===== src/rtl/carry_lookahead_adder_controller.sv =====
// Operand sequencer and result capture for the carry-lookahead adder datapath.
// Loads A then B from the shared bus and holds {carry_out,sum} on a valid/ready port.
module carry_lookahead_adder_controller #(
  parameter int N     = 16,
  parameter int CNT_W = 8
) (
  input  logic             clk,
  input  logic             rst,
  input  logic             start,
  input  logic             cin,
  input  logic             in_valid,
  output logic             in_ready,
  input  logic [N:0]       dp_sum,
  output logic             clr_a,
  output logic             clr_b,
  output logic             load_a,
  output logic             load_b,
  output logic             carry_in,
  output logic [N:0]       result,
  output logic             out_valid,
  input  logic             out_ready,
  output logic             busy,
  output logic [CNT_W-1:0] op_count
);

  typedef enum logic [2:0] {
    IDLE,
    CLR,
    LOAD_A,
    LOAD_B,
    ADD,
    OUT
  } state_t;

  state_t state, state_nx;
  logic   take_cin;
  logic   clr_st;
  logic   ld_a_st;
  logic   ld_b_st;
  logic   rdy_st;
  logic   done;

  always_comb begin
    state_nx  = state;
    take_cin  = 1'b0;
    clr_st    = 1'b0;
    ld_a_st   = 1'b0;
    ld_b_st   = 1'b0;
    rdy_st    = 1'b0;
    out_valid = 1'b0;
    done      = 1'b0;
    unique case (state)
      IDLE: begin
        if (start) begin
          take_cin = 1'b1;
          state_nx = CLR;
        end
      end
      CLR: begin
        clr_st   = 1'b1;
        state_nx = LOAD_A;
      end
      LOAD_A: begin
        rdy_st  = 1'b1;
        ld_a_st = in_valid;
        if (in_valid) state_nx = LOAD_B;
      end
      LOAD_B: begin
        rdy_st  = 1'b1;
        ld_b_st = in_valid;
        if (in_valid) state_nx = ADD;
      end
      ADD: begin
        state_nx = OUT;
      end
      OUT: begin
        out_valid = 1'b1;
        if (out_ready) begin
          done = 1'b1;
          if (start) begin
            take_cin = 1'b1;
            state_nx = CLR;
          end else begin
            state_nx = IDLE;
          end
        end
      end
      default: state_nx = IDLE;
    endcase
  end

  // Reset clears the datapath on the same edge and blocks any load.
  assign clr_a    = clr_st | rst;
  assign clr_b    = clr_st | rst;
  assign load_a   = ld_a_st & ~rst;
  assign load_b   = ld_b_st & ~rst;
  assign in_ready = rdy_st & ~rst;
  assign busy     = (state != IDLE);

  always_ff @(posedge clk) begin
    if (rst) begin
      state    <= IDLE;
      result   <= '0;
      carry_in <= 1'b0;
      op_count <= '0;
    end else begin
      state <= state_nx;
      if (take_cin) carry_in <= cin;
      if (state == ADD) result <= dp_sum;
      if (done) op_count <= op_count + 1'b1;
    end
  end

endmodule


===== config.mk =====
export PLATFORM = sky130hd
export DESIGN_NAME = carry_lookahead_adder_controller
export DESIGN_NICKNAME = d
export VERILOG_FILES = /design/src/rtl/carry_lookahead_adder_controller.sv
export SDC_FILE = /design/constraint.sdc
export NUM_CORES = 1
export LEC_CHECK = 0
export ABC_CLOCK_PERIOD_IN_PS = 1610
export CAP_MARGIN = 40
export CORE_UTILIZATION = 41
export CTS_CLUSTER_SIZE = 25
export DETAILED_ROUTE_END_ITERATION = 10
export GPL_TIMING_DRIVEN = 0
export PLACE_DENSITY = 0.79
export SKIP_CTS_REPAIR_TIMING = 1
export SLEW_MARGIN = 20
export SYNTH_ARGS = -nofsm -noshare
export SYNTH_HDL_FRONTEND = slang
export SYNTH_SLANG_ARGS = --single-unit

===== constraint.sdc =====
create_clock -name clk -period 1.61 [get_ports clk]
set_input_delay 0.322 -clock clk [delete_from_list [all_inputs] [get_ports clk]]
set_output_delay 0.322 -clock clk [all_outputs]
set_load 0.05 [all_outputs]

After elaboration in Yosys (flattened, before gate mapping):

Cells that the tools add are included.

* register bits after elaboration: 29
* latch bits: 0
* RAM bits: 0
* memory bits (read-only): 0
* input bits: 23
* output and inout bits: 33
* logic and storage cells: 39
* memories kept: 0

* add/subtract/negate cells: 1
* $mul: 0
* divide/modulo/power cells: 0
* $lt $le $gt $ge: 0
* equal/unequal tests: 9
* shifts and indexed selects: 0
* muxes and demuxes: 16
* bitwise operators: 5
* reduce and logical (&&, ||, !) cells: 4

Operator list (count)
* 3-bit case mux with 6 select lines: 1
* 3-bit 2-to-1 mux: 4
* 1-bit 2-to-1 mux: 10
* 8-bit by 1-bit adder with 8-bit output, second input constant: 1
* 2-bit != test, second input constant: 4
* 3-bit by 2-bit equality test with 1-bit output, second input constant: 2
* 3-bit equality test, second input constant: 2
* 4-bit AND reduction: 1
* 1-bit bitwise AND: 3
* 3-bit by 1-bit equality test with 1-bit output, second input constant: 1
* 3-bit zero test: 1
* 3-bit nonzero test: 1
* 1-bit case mux with 2 select lines: 1
* 2-bit OR reduction: 1
* 1-bit NOT: 1
* 1-bit OR: 1

Depth between registers and ports, before layout:

* depth in word-level cells: 4
* mapped depth: 5
* gate-level depth less buffers: 4

Worst setup path after synthesis:

OpenSTA, ideal clock, no wires.

* path type: reg2out
* start: register state[0]
* end: output port clr_b
* data arrival time: 2.218 ns
* data required time: 1.288 ns
* path slack: -0.930 ns
* cell stages (with the launch flop): 5
* buffers on the path: 2
* path through: dfxtp_1 > buf_4 > inv_1 > o31ai_1 > buf_4

* cells in the longest elaborated chain, start to end: 3

RTL lines
* start, declared: line 35 `state_t state, state_nx;`
* start signal, assigned: line 107 `state <= state_nx;`
* 3-bit by 1-bit equality test with 1-bit output: line 52 `unique case (state)`
* 1-bit 2-to-1 mux: line 52
* 1-bit OR
* end, declared: line 15 `output logic clr_b,`

Every way passes these cells.

Worst setup path in the final report:

* start: register state[0]
* end: output port clr_b

* cells in the longest elaborated chain, start to end: 3

RTL lines
* 3-bit by 1-bit equality test with 1-bit output: line 52
* 1-bit 2-to-1 mux: line 52
* 1-bit OR: line 94 `assign clr_b = clr_st | rst;`

Every way passes these cells.

==> results.sh <==
export IMPL_fill_cells=196
export IMPL_drt_pass1_iterations=8
export IMPL_crit_fanout=4
export IMPL_seq_area_frac_synth_pct=46.4
export IMPL_num_io_pins=56
export IMPL_rsz0062_at_grt="true"
export IMPL_drtIter0Drc=55
export IMPL_met3_usage_pct=6.35
export IMPL_synth_xor_area_share_pct=0.699
export IMPL_layout_drive_gt1_share_pct=26.4
export IMPL_grt_max_degree=11
export IMPL_synth_net_count=172
export IMPL_powerDensity_nw_per_um2=733
export IMPL_met2_usage_pct=34.1
export IMPL_grt_overflow=0
export IMPL_arrival_ns=1.47
export IMPL_place_gp_congestion=0.824
export IMPL_synthAdderAreaFrac_pct=0.999
export IMPL_synthCells=148
export IMPL_placedCellCount=234
export IMPL_drc_errors=5
export IMPL_clk_pin_slew_ns=0.09
export IMPL_antenna_found_initial=0
export IMPL_max_freq_mhz=558
export IMPL_min_period_over_period_pct=111
export IMPL_layout_min_cycle_time_ns=1.79
export IMPL_grt_pass1_wl_um=5240
export IMPL_path_buf_inv=4
export IMPL_grt_use_total_pct=20.6
export IMPL_finalNetCount=250
export IMPL_post_drt_via_cell_ratio=5.53
export IMPL_violations="DRC, setup timing"
export IMPL_crit_chain="buf_6 > clkinvlp_4 > o31ai_4 > buf_4 > buf_8"
export IMPL_grt_busiest_layer="met2"
export IMPL_crit_slowest_cell="dfxtp_2"
export IMPL_hold_class="input port to flip-flop"
export IMPL_cts_tree="done"
export IMPL_tightest_slew_ns=0.531
export IMPL_vias=1428
export IMPL_setup_ws_ns=-0.181
export IMPL_initial_core_util_pct=44.3
export IMPL_slew_headroom_pct=64.6
export IMPL_vdd_drop_max_mv=0.589
export IMPL_cts_sinks=29
export IMPL_clkLatencyLatePin_ns=0.34
export IMPL_fin_cells=258
export IMPL_avgSynthCellArea_um2=8.46
export IMPL_htreeDepth=2
export IMPL_syn_area_um2=1250
export IMPL_ant_nets=0
export IMPL_crit_path_end_kind="output port"
export IMPL_fin_setup_tns_ns=-0.665
export IMPL_fp_dieW_um=57.3
export IMPL_crit_type="flip-flop to output port"
export IMPL_synth_simple_gate_area_share_pct=26.9
export IMPL_ys_seq_elements=29
export IMPL_cap_viol_max_count=0
export IMPL_wire_per_inst_um=15.5
export IMPL_core_area_um2=2830
export IMPL_area_growth_synth_to_final_pct=80.1
export IMPL_num_antenna_cells=0
export IMPL_place_port_buffers=55
export IMPL_setup_violations=5
export IMPL_final_hold_violation_count=0
export IMPL_dieArea_um2=3280
export IMPL_finalMaxSlewViolations=0
export IMPL_root_buffer="clkbuf_4"
export IMPL_yosys_warnings=0
export IMPL_yosys_cell_types_count=31
export IMPL_grt_pass1_vias=1232
export IMPL_crit_required_ns=1.29
export IMPL_grt_use_met1_pct=24.2
export IMPL_skew_ns=0.00413
export IMPL_routed_wl_um=4010
export IMPL_chipHeight_um=57.3
export IMPL_cp_start_kind="flip-flop"
export IMPL_rows=19
export IMPL_synth_compound_gate_area_share_pct=16.4
export IMPL_synth_top_family_by_area="simple AND/OR/NAND/NOR gates"
export IMPL_cts_max_path_buffers=2
export IMPL_cpPeakStageDelay_ns=0.35
export IMPL_muxShareOfSynthArea_pct=2.40
export IMPL_p_leak_nw=1.32
export IMPL_cts_buffers=5
export IMPL_cpLargestDelayFamily="buffers and inverters"
export IMPL_dp_hpwl_um=2380
export IMPL_status="finished with violations"
==> cells in the mapped netlist (all sizes together) <==
master | number | area, um^2
nand2 | 39 | 146
dfxtp | 29 | 581
a21oi | 25 | 129
buf | 7 | 52.5
inv | 4 | 15.0
nor2 | 4 | 15.0
o31ai | 4 | 30.0
or3 | 4 | 25.0
clkbuf | 3 | 11.3
mux2i | 3 | 30.0
nand4 | 3 | 18.8
nor4 | 3 | 18.8
o21ai | 3 | 15.0
or4 | 3 | 22.5
nor3b | 2 | 26.3
or3b | 2 | 17.5
a2111oi | 1 | 8.76
a211oi | 1 | 7.51
a21boi | 1 | 7.51
and3 | 1 | 6.26
ha | 1 | 12.5
nand3 | 1 | 5.00
nand3b | 1 | 20.0
nand4b | 1 | 15.0
o21bai | 1 | 7.51
xor2 | 1 | 8.76
==> layer usage <==
metal | vias to the layer above | share of wire [%]
met5 | - | 0
met4 | 0 | 2.5
met3 | 14 | 6.5
met2 | 60 | 52
met1 | 681 | 39
li1 | 673 | -
==> final timing paths <==
check | from | to | slack (ns) | cells after the start
setup / recovery | state[0]$_SDFFE_PP0P_ | clr_b | -0.18 | 5
setup reg to reg | state[1]$_SDFFE_PP0P_ | result[9]$_SDFFE_PP0P_ | 0 | 7
hold / removal | rst | state[0]$_SDFFE_PP0P_ | 0.36 | 2
hold reg to reg | result[13]$_SDFFE_PP0P_ | result[13]$_SDFFE_PP0P_ | 0.46 | 2
==> cell families (layout without fill, tap and decap cells) <==
logic type               count (synthesis)  count (layout)
AO/OA/AOI/OAI                           36              36
XOR/XNOR                                 1               1
adder cells (fa/ha/maj)                  1               1
buffers and inverters                   14              93
flip-flops                              29              29
multiplexers                             3               3
AND/OR/NAND/NOR                         64              64
==> cell type report <==
class                           instances  area (um^2)  area share [%]
Buffer                                 10         88.8            3.94
Clock buffer                            7         65.1            2.88
Clock inverter                          1         5.00           0.222
Inverter                                4         18.8           0.832
Multi-Input combinational cell        105          673            29.8
Sequential cell                        29          594            26.3
Tap cell                               31         38.8            1.72
Timing Repair Buffer                   71          772            34.2
==> power breakdown <==
group	total [mW]	internal [mW]	switching, mW
combinational	0.392	0.192	0.200
sequential	0.743	0.731	0.0122
clock	0.519	0.253	0.266
total	1.65	1.18	0.478
==> per-stage QoR <==
step                hold WS, ns  area, um^2  power, mW  util [%]  setup WS (ns)
finish                    0.359        2260       1.65      79.7         -0.181
global placement          0.443        1900       1.05      67.0         -0.942
CTS                       0.460        1970       1.56      69.5         -0.980
global route              0.369        2260       1.71      79.7         -0.252
floorplan                 0.405        1310      0.938         -         -0.217
detailed placement        0.447        1900       1.05      67.0         -0.957
==> registers in the layout, indices dropped and copies added, names as in the netlist <==
name / count
state: 3
carry_in: 1
result: 17
op_count: 8
==> cell usage in the layout, fill, tap and decap left out, types with 3 or more instances in the layout <==
cell type,synthesis,routed
a21oi_1,24,23
buf_6,2,10
o21ai_0,3,3
nand2_1,39,38
buf_8,0,5
dfxtp_2,0,5
or4_1,3,3
dlymetal6s2s_1,0,29
o31ai_1,4,3
clkdlybuf4s50_1,0,19
dfxtp_1,29,22
clkbuf_4,0,5
nor2_1,4,4
nand4_1,3,3
or3_1,4,3
mux2i_1,3,3
buf_4,2,13
==> worst register-to-register path, cell delays in order, from the launching register on <==
cell      delay, ns
dfxtp_4        0.37
buf_8          0.14
clkbuf_2       0.14
buf_4          0.15
nor3b_4        0.38
buf_6          0.18
nand2_1        0.07
a21oi_1        0.12
Power figures use the tool's default switching activity.
